**src/rtl/multi_mode_ff_bank.sv**
```systemverilog
// Bank of WIDTH flip-flops. Each cycle every bit behaves as a D, T, JK or SR flop,
// selected by mode. Also keeps sticky SR-illegal flags and a saturating count of cycles in which q changed.
module multi_mode_ff_bank #(
  parameter int               WIDTH = 8,
  parameter logic [WIDTH-1:0] INIT  = '0,
  parameter int               CNT_W = 8
) (
  input  logic             clk,
  input  logic             reset,
  input  logic [1:0]       mode,
  input  logic             en,
  input  logic [WIDTH-1:0] a,
  input  logic [WIDTH-1:0] b,
  input  logic             err_clr,
  output logic [WIDTH-1:0] q,
  output logic [WIDTH-1:0] q_n,
  output logic [WIDTH-1:0] err_mask,
  output logic             chg,
  output logic [CNT_W-1:0] chg_cnt
);

  localparam logic [1:0] MODE_D  = 2'b00;
  localparam logic [1:0] MODE_T  = 2'b01;
  localparam logic [1:0] MODE_JK = 2'b10;
  localparam logic [1:0] MODE_SR = 2'b11;

  logic [WIDTH-1:0] r_q;
  logic [WIDTH-1:0] r_err;
  logic             r_chg;
  logic [CNT_W-1:0] r_cnt;

  logic [WIDTH-1:0] w_q_next;
  logic [WIDTH-1:0] w_err_set;
  logic [WIDTH-1:0] w_err_next;
  logic             w_changed;

  function automatic logic [CNT_W-1:0] sat_inc(input logic [CNT_W-1:0] v);
    return (v == {CNT_W{1'b1}}) ? v : v + CNT_W'(1);
  endfunction

  always_comb begin
    w_q_next  = r_q;
    w_err_set = '0;
    if (en) begin
      for (int i = 0; i < WIDTH; i++) begin
        case (mode)
          MODE_D:  w_q_next[i] = a[i];
          MODE_T:  if (a[i]) w_q_next[i] = ~r_q[i];
          MODE_JK: begin
            case ({a[i], b[i]})
              2'b01:   w_q_next[i] = 1'b0;
              2'b10:   w_q_next[i] = 1'b1;
              2'b11:   w_q_next[i] = ~r_q[i];
              default: w_q_next[i] = r_q[i];
            endcase
          end
          MODE_SR: begin
            // S=R=1 is illegal for an SR flop: hold the bit and flag it instead.
            case ({a[i], b[i]})
              2'b01:   w_q_next[i] = 1'b0;
              2'b10:   w_q_next[i] = 1'b1;
              2'b11:   w_err_set[i] = 1'b1;
              default: w_q_next[i] = r_q[i];
            endcase
          end
          default: w_q_next[i] = r_q[i];
        endcase
      end
    end
    // A new illegal condition survives a simultaneous clear.
    w_err_next = err_clr ? w_err_set : (r_err | w_err_set);
    w_changed  = (w_q_next != r_q);
  end

  always_ff @(posedge clk or negedge reset) begin
    if (!reset) begin
      r_q   <= INIT;
      r_err <= '0;
      r_chg <= 1'b0;
      r_cnt <= '0;
    end else begin
      r_q   <= w_q_next;
      r_err <= w_err_next;
      r_chg <= w_changed;
      if (w_changed) r_cnt <= sat_inc(r_cnt);
    end
  end

  assign q        = r_q;
  assign q_n      = ~r_q;
  assign err_mask = r_err;
  assign chg      = r_chg;
  assign chg_cnt  = r_cnt;

endmodule

```
**config.mk**
```make
export PLATFORM = sky130hd
export DESIGN_NAME = multi_mode_ff_bank
export DESIGN_NICKNAME = d
export VERILOG_FILES = /design/src/rtl/multi_mode_ff_bank.sv
export SDC_FILE = /design/constraint.sdc
export NUM_CORES = 1
export LEC_CHECK = 0
export ABC_CLOCK_PERIOD_IN_PS = 5700
export CORE_ASPECT_RATIO = 1.75
export CORE_MARGIN = 1.5
export CORE_UTILIZATION = 50
export DETAILED_ROUTE_END_ITERATION = 10
export DONT_BUFFER_PORTS = 1
export SETUP_SLACK_MARGIN = 0.02
export SLEW_MARGIN = 10
export SYNTH_ARGS = -nofsm -noshare
export SYNTH_HDL_FRONTEND = slang
export SYNTH_SLANG_ARGS = --single-unit
export TNS_END_PERCENT = 5
```
**constraint.sdc**
```tcl
create_clock -name clk -period 5.7 [get_ports clk]
set_input_delay 1.14 -clock clk [delete_from_list [all_inputs] [get_ports clk]]
set_output_delay 1.14 -clock clk [all_outputs]
set_load 0.02 [all_outputs]
```
==> impl_metrics.csv <==
group,metric,value,unit
critical_path,endpoint_kind,"register",
critical_path,crit_path_max_fanout,9,
placement,hpwlAfterDp,3665,um
sta,worst_slew_margin_relative_to_its_limit,68.95,%
critical_path,worstRegToRegCells,7,
clocking,cts_max_level,1,
hold_path,hp-class,"in2async",
cells_and_area,flow.area_growth_from_synthesis,1.912,%
yosys,number_of_nets_produced_by_synthesis,270,
clocking,ctsLongestPathBuffers,2,
cells_and_area,nets,266,
power_and_ir_drop,power.switching,0.0002656,W
critical_path,timing.critical_path.arrival,2.95,ns
clocking,post_cts.resized_instances,0,
yosys,post-synth-top-area-cell,"sky130_fd_sc_hd__dfrtp_1",
clocking,worst_skew_pair.late_latency,0.27,ns
power_and_ir_drop,gate_power_share,29.3,%
drt,drt_drc_violations_left,0,
cells_and_area,share_of_final_layout_standard_cells_stronger_than_drive_strength_1,7.080,%
cells_and_area,fillerInstances,380,
yosys,postSynth.asyncResetShare,100.0,%
sta,worst_slew_pin_slew,0.4640,ns
outcome,outcome,"complete, no violations",
sta,totalNegativeSetupSlack,0,ns
floorplanning,core_area,0.003866,mm^2
critical_path,reg_to_reg_slack_setup,3.38,ns
clocking,clock_tree_from_tritoncts,"yes",
power_and_ir_drop,power_frac_seq,52.2,%
floorplanning,die_w,51.15,um
floorplanning,initial_core_util,52.46,%
drt,ant_nets,0,
clocking,clk_pin_slew_worst_paths,0.10,ns
power_and_ir_drop,p_int,0.0003501,W
power_and_ir_drop,vdd_drop_max,173.7,uV
drt,drt-wirelength-per-cell,17.91,um
power_and_ir_drop,swShare,43.14,%
sta,rsz0062_at_grt,"false",
cells_and_area,diodes,0,
global_routing,first_global_vias,1663,
global_routing,grt_start_max_net_pins,28,
clocking,cts-buffers-inserted,3,
drt,routed-via-count,1695,
sta,fin_crit,2.788,ns
sta,timing.fmax,358.7,MHz
yosys,post_synth_main_area_contributors,"sky130_fd_sc_hd__dfrtp_1 (31%), sky130_fd_sc_hd__ha_1 (10%), sky130_fd_sc_hd__inv_1 (5.4%)",
cells_and_area,leading_cell_type_in_the_layout_fill_and_taps_excluded,"sky130_fd_sc_hd__inv_1",
floorplanning,num_rows,30,
sta,final-max-slew-violation-count,0,
global_routing,globalRouteOverflowTotal,0,
cells_and_area,layout.cells.most_common_list,"sky130_fd_sc_hd__inv_1 (29), sky130_fd_sc_hd__nand2_1 (25), sky130_fd_sc_hd__dfrtp_1 (25)",
sta,report.final.setup_viol,0,
floorplanning,floorplan.die_area,0.004462,mm^2
drt,post_drt_via_cell_ratio,6.186,
yosys,ys.flop_type,"sky130_fd_sc_hd__dfrtp_1",
yosys,syn_area_per_cell,8.780,um^2
critical_path,required,5.86,ns
sta,timing_hold_violations_final,0,
yosys,share_of_the_synthesized_area_in_the_top_cell_type,30.85,%
floorplanning,floorplan.io_pins,55,
yosys,yosysWarnings,0,
drt,drt-total-wl,4908,um
critical_path,criticalPathCategory,"in2reg",
placement,port-buffer-count,0,
clocking,ctsRootBufferMaster,"sky130_fd_sc_hd__clkbuf_8",
yosys,netlist-cell-type-count,53,
global_routing,antenna_violations_before_repair,0,
drt,drt-initial-drc-count,38,
power_and_ir_drop,total_leakage_power,0.9185,nW
power_and_ir_drop,clock_power_share,18.5,%
global_routing,grt_first_pass_wirelength,8038,um
floorplanning,dieHeight,87.25,um
sta,worst_clock_skew,0.002854,ns
cells_and_area,multi_input_area,0.001227,mm^2
global_routing,grt_use_total,23.57,%
yosys,syn_inst,231,
yosys,synth.yosys.seq_area_share,30.85,%
power_and_ir_drop,power_per_cell_area,297.9,mW/mm^2
sta,hold_slack,0.5452,ns
cells_and_area,combined_flip_flop_and_latch_cell_area,625.6,um^2
clocking,postCtsSetupBuffers,0,
critical_path,start_kind,"input pin",
yosys,yosys_register_bits,25,
sta,layout_worst_path_cycle_share,48.91,%
run,max_cap_viol_count,0,
clocking,cts_hold_repair.buffers,0,
clocking,cts_sinks,25,
yosys,netlist_area,0.002028,mm^2
placement,gpl_wtd_cong,0.7690,
drt,first_pass_iters,4,
yosys,synth_enable_flop_cells,0,
==> cell type report <==
cell class,count,area share [%]
multi-input combinational,168,59.38
sequential,25,30.27
inverter,29,5.266
tap,48,2.906
clock buffer,4,2.179
==> stage by stage <==
step | total power (W) | area, um^2 | setup slack (ns) | cells | utilization, %
6_report | 0.0006157 | 2067 | 2.912 | 274 | 53.46
3_5_place_dp | 0.0005079 | 2022 | 2.607 | 270 | 52.30
3_3_place_gp | 0.0004948 | 2022 | 2.647 | 270 | 52.30
5_1_grt | 0.0006538 | 2067 | 2.806 | 274 | 53.46
2_1_floorplan | 0.0004716 | 2028 | 2.802 | 231 | -
4_1_cts | 0.0006165 | 2067 | 2.895 | 274 | 53.46
==> cell families (layout without fill, tap and decap cells) <==
logic type               after synthesis  in the layout  synth area share (%)
AO/OA/AOI/OAI                         69             69                 24.55
AND/OR/NAND/NOR                       65             65                 17.15
buffers and inverters                 38             33                 8.636
flip-flops                            25             25                 30.85
adder cells (fa/ha/maj)               20             20                 12.09
multiplexers                           9              9                 4.565
XOR/XNOR                               5              5                 2.159
==> power by group through the flow <==
stage	clock network (W)	registers, W	logic, W
after floorplan	0	0.000310	0.000162
after global placement	0	0.000323	0.000172
after detailed placement	0	0.000326	0.000182
after CTS	0.000112	0.000322	0.000182
after global routing	0.000119	0.000331	0.000203
final	0.000114	0.000321	0.000181
==> worst max-delay path, cell delays in order <==
cell and delay, ns:
sky130_fd_sc_hd__inv_1 0.02, sky130_fd_sc_hd__ha_1 0.30, sky130_fd_sc_hd__mux2i_1 0.22, sky130_fd_sc_hd__o32a_1 0.17, sky130_fd_sc_hd__o31ai_1 0.08, sky130_fd_sc_hd__a211oi_2 0.34
sky130_fd_sc_hd__o2111ai_4 0.22, sky130_fd_sc_hd__nand2_2 0.13, sky130_fd_sc_hd__mux2_1 0.32
==> final timing paths <==
kind | start | end
max in group asynchronous | reset | chg_cnt[1]$_DFFE_PN0P_
min reg2reg | err_mask[3]$_DFF_PN0_ | err_mask[3]$_DFF_PN0_
max reg2reg | q[6]$_DFF_PN0_ | chg_cnt[1]$_DFFE_PN0P_
max | b[3] | chg_cnt[1]$_DFFE_PN0P_
min | reset | err_mask[1]$_DFF_PN0_
min in group clk | err_mask[3]$_DFF_PN0_ | err_mask[3]$_DFF_PN0_
==> flip-flops by register name (all words and copies together) (netlist names) <==
register and count:
chg 1, err_mask 8, q 8, chg_cnt 8
==> cells in the mapped netlist, types with 2 or more instances <==
library cell,count
sky130_fd_sc_hd__o32a_1,2
sky130_fd_sc_hd__dfrtp_1,25
sky130_fd_sc_hd__buf_2,2
sky130_fd_sc_hd__maj3_2,2
sky130_fd_sc_hd__nand2_2,2
sky130_fd_sc_hd__and4b_1,2
sky130_fd_sc_hd__nor3_1,2
sky130_fd_sc_hd__buf_4,2
sky130_fd_sc_hd__nand2_1,25
sky130_fd_sc_hd__mux2_1,2
sky130_fd_sc_hd__buf_6,3
sky130_fd_sc_hd__a211oi_1,3
sky130_fd_sc_hd__o22ai_1,4
sky130_fd_sc_hd__ha_1,17
sky130_fd_sc_hd__a22o_1,6
sky130_fd_sc_hd__xnor2_1,5
sky130_fd_sc_hd__nor2_1,9
sky130_fd_sc_hd__a21oi_1,15
sky130_fd_sc_hd__a31oi_1,2
sky130_fd_sc_hd__inv_1,29
sky130_fd_sc_hd__or3b_1,2
sky130_fd_sc_hd__o21a_1,2
sky130_fd_sc_hd__o221ai_1,2
sky130_fd_sc_hd__mux2i_1,7
sky130_fd_sc_hd__nand4_1,2
sky130_fd_sc_hd__o21ai_0,18
sky130_fd_sc_hd__and2_1,2
sky130_fd_sc_hd__nand2b_1,7
sky130_fd_sc_hd__clkbuf_1,2
sky130_fd_sc_hd__and4_1,2
sky130_fd_sc_hd__o211ai_1,2
sky130_fd_sc_hd__and3_1,2
sky130_fd_sc_hd__nor2b_1,2
==> per-layer routing <==
metal | vias to the layer above | GRT usage (%) | share of wire (%)
met4 | 0 | 9.582 | 1.6
met2 | 53 | 40.85 | 52
met3 | 8 | 4.983 | 5.4
met1 | 826 | 27.60 | 41
li1 | 808 | - | -
met5 | - | 0 | 0
Power figures use the tool's default switching activity.
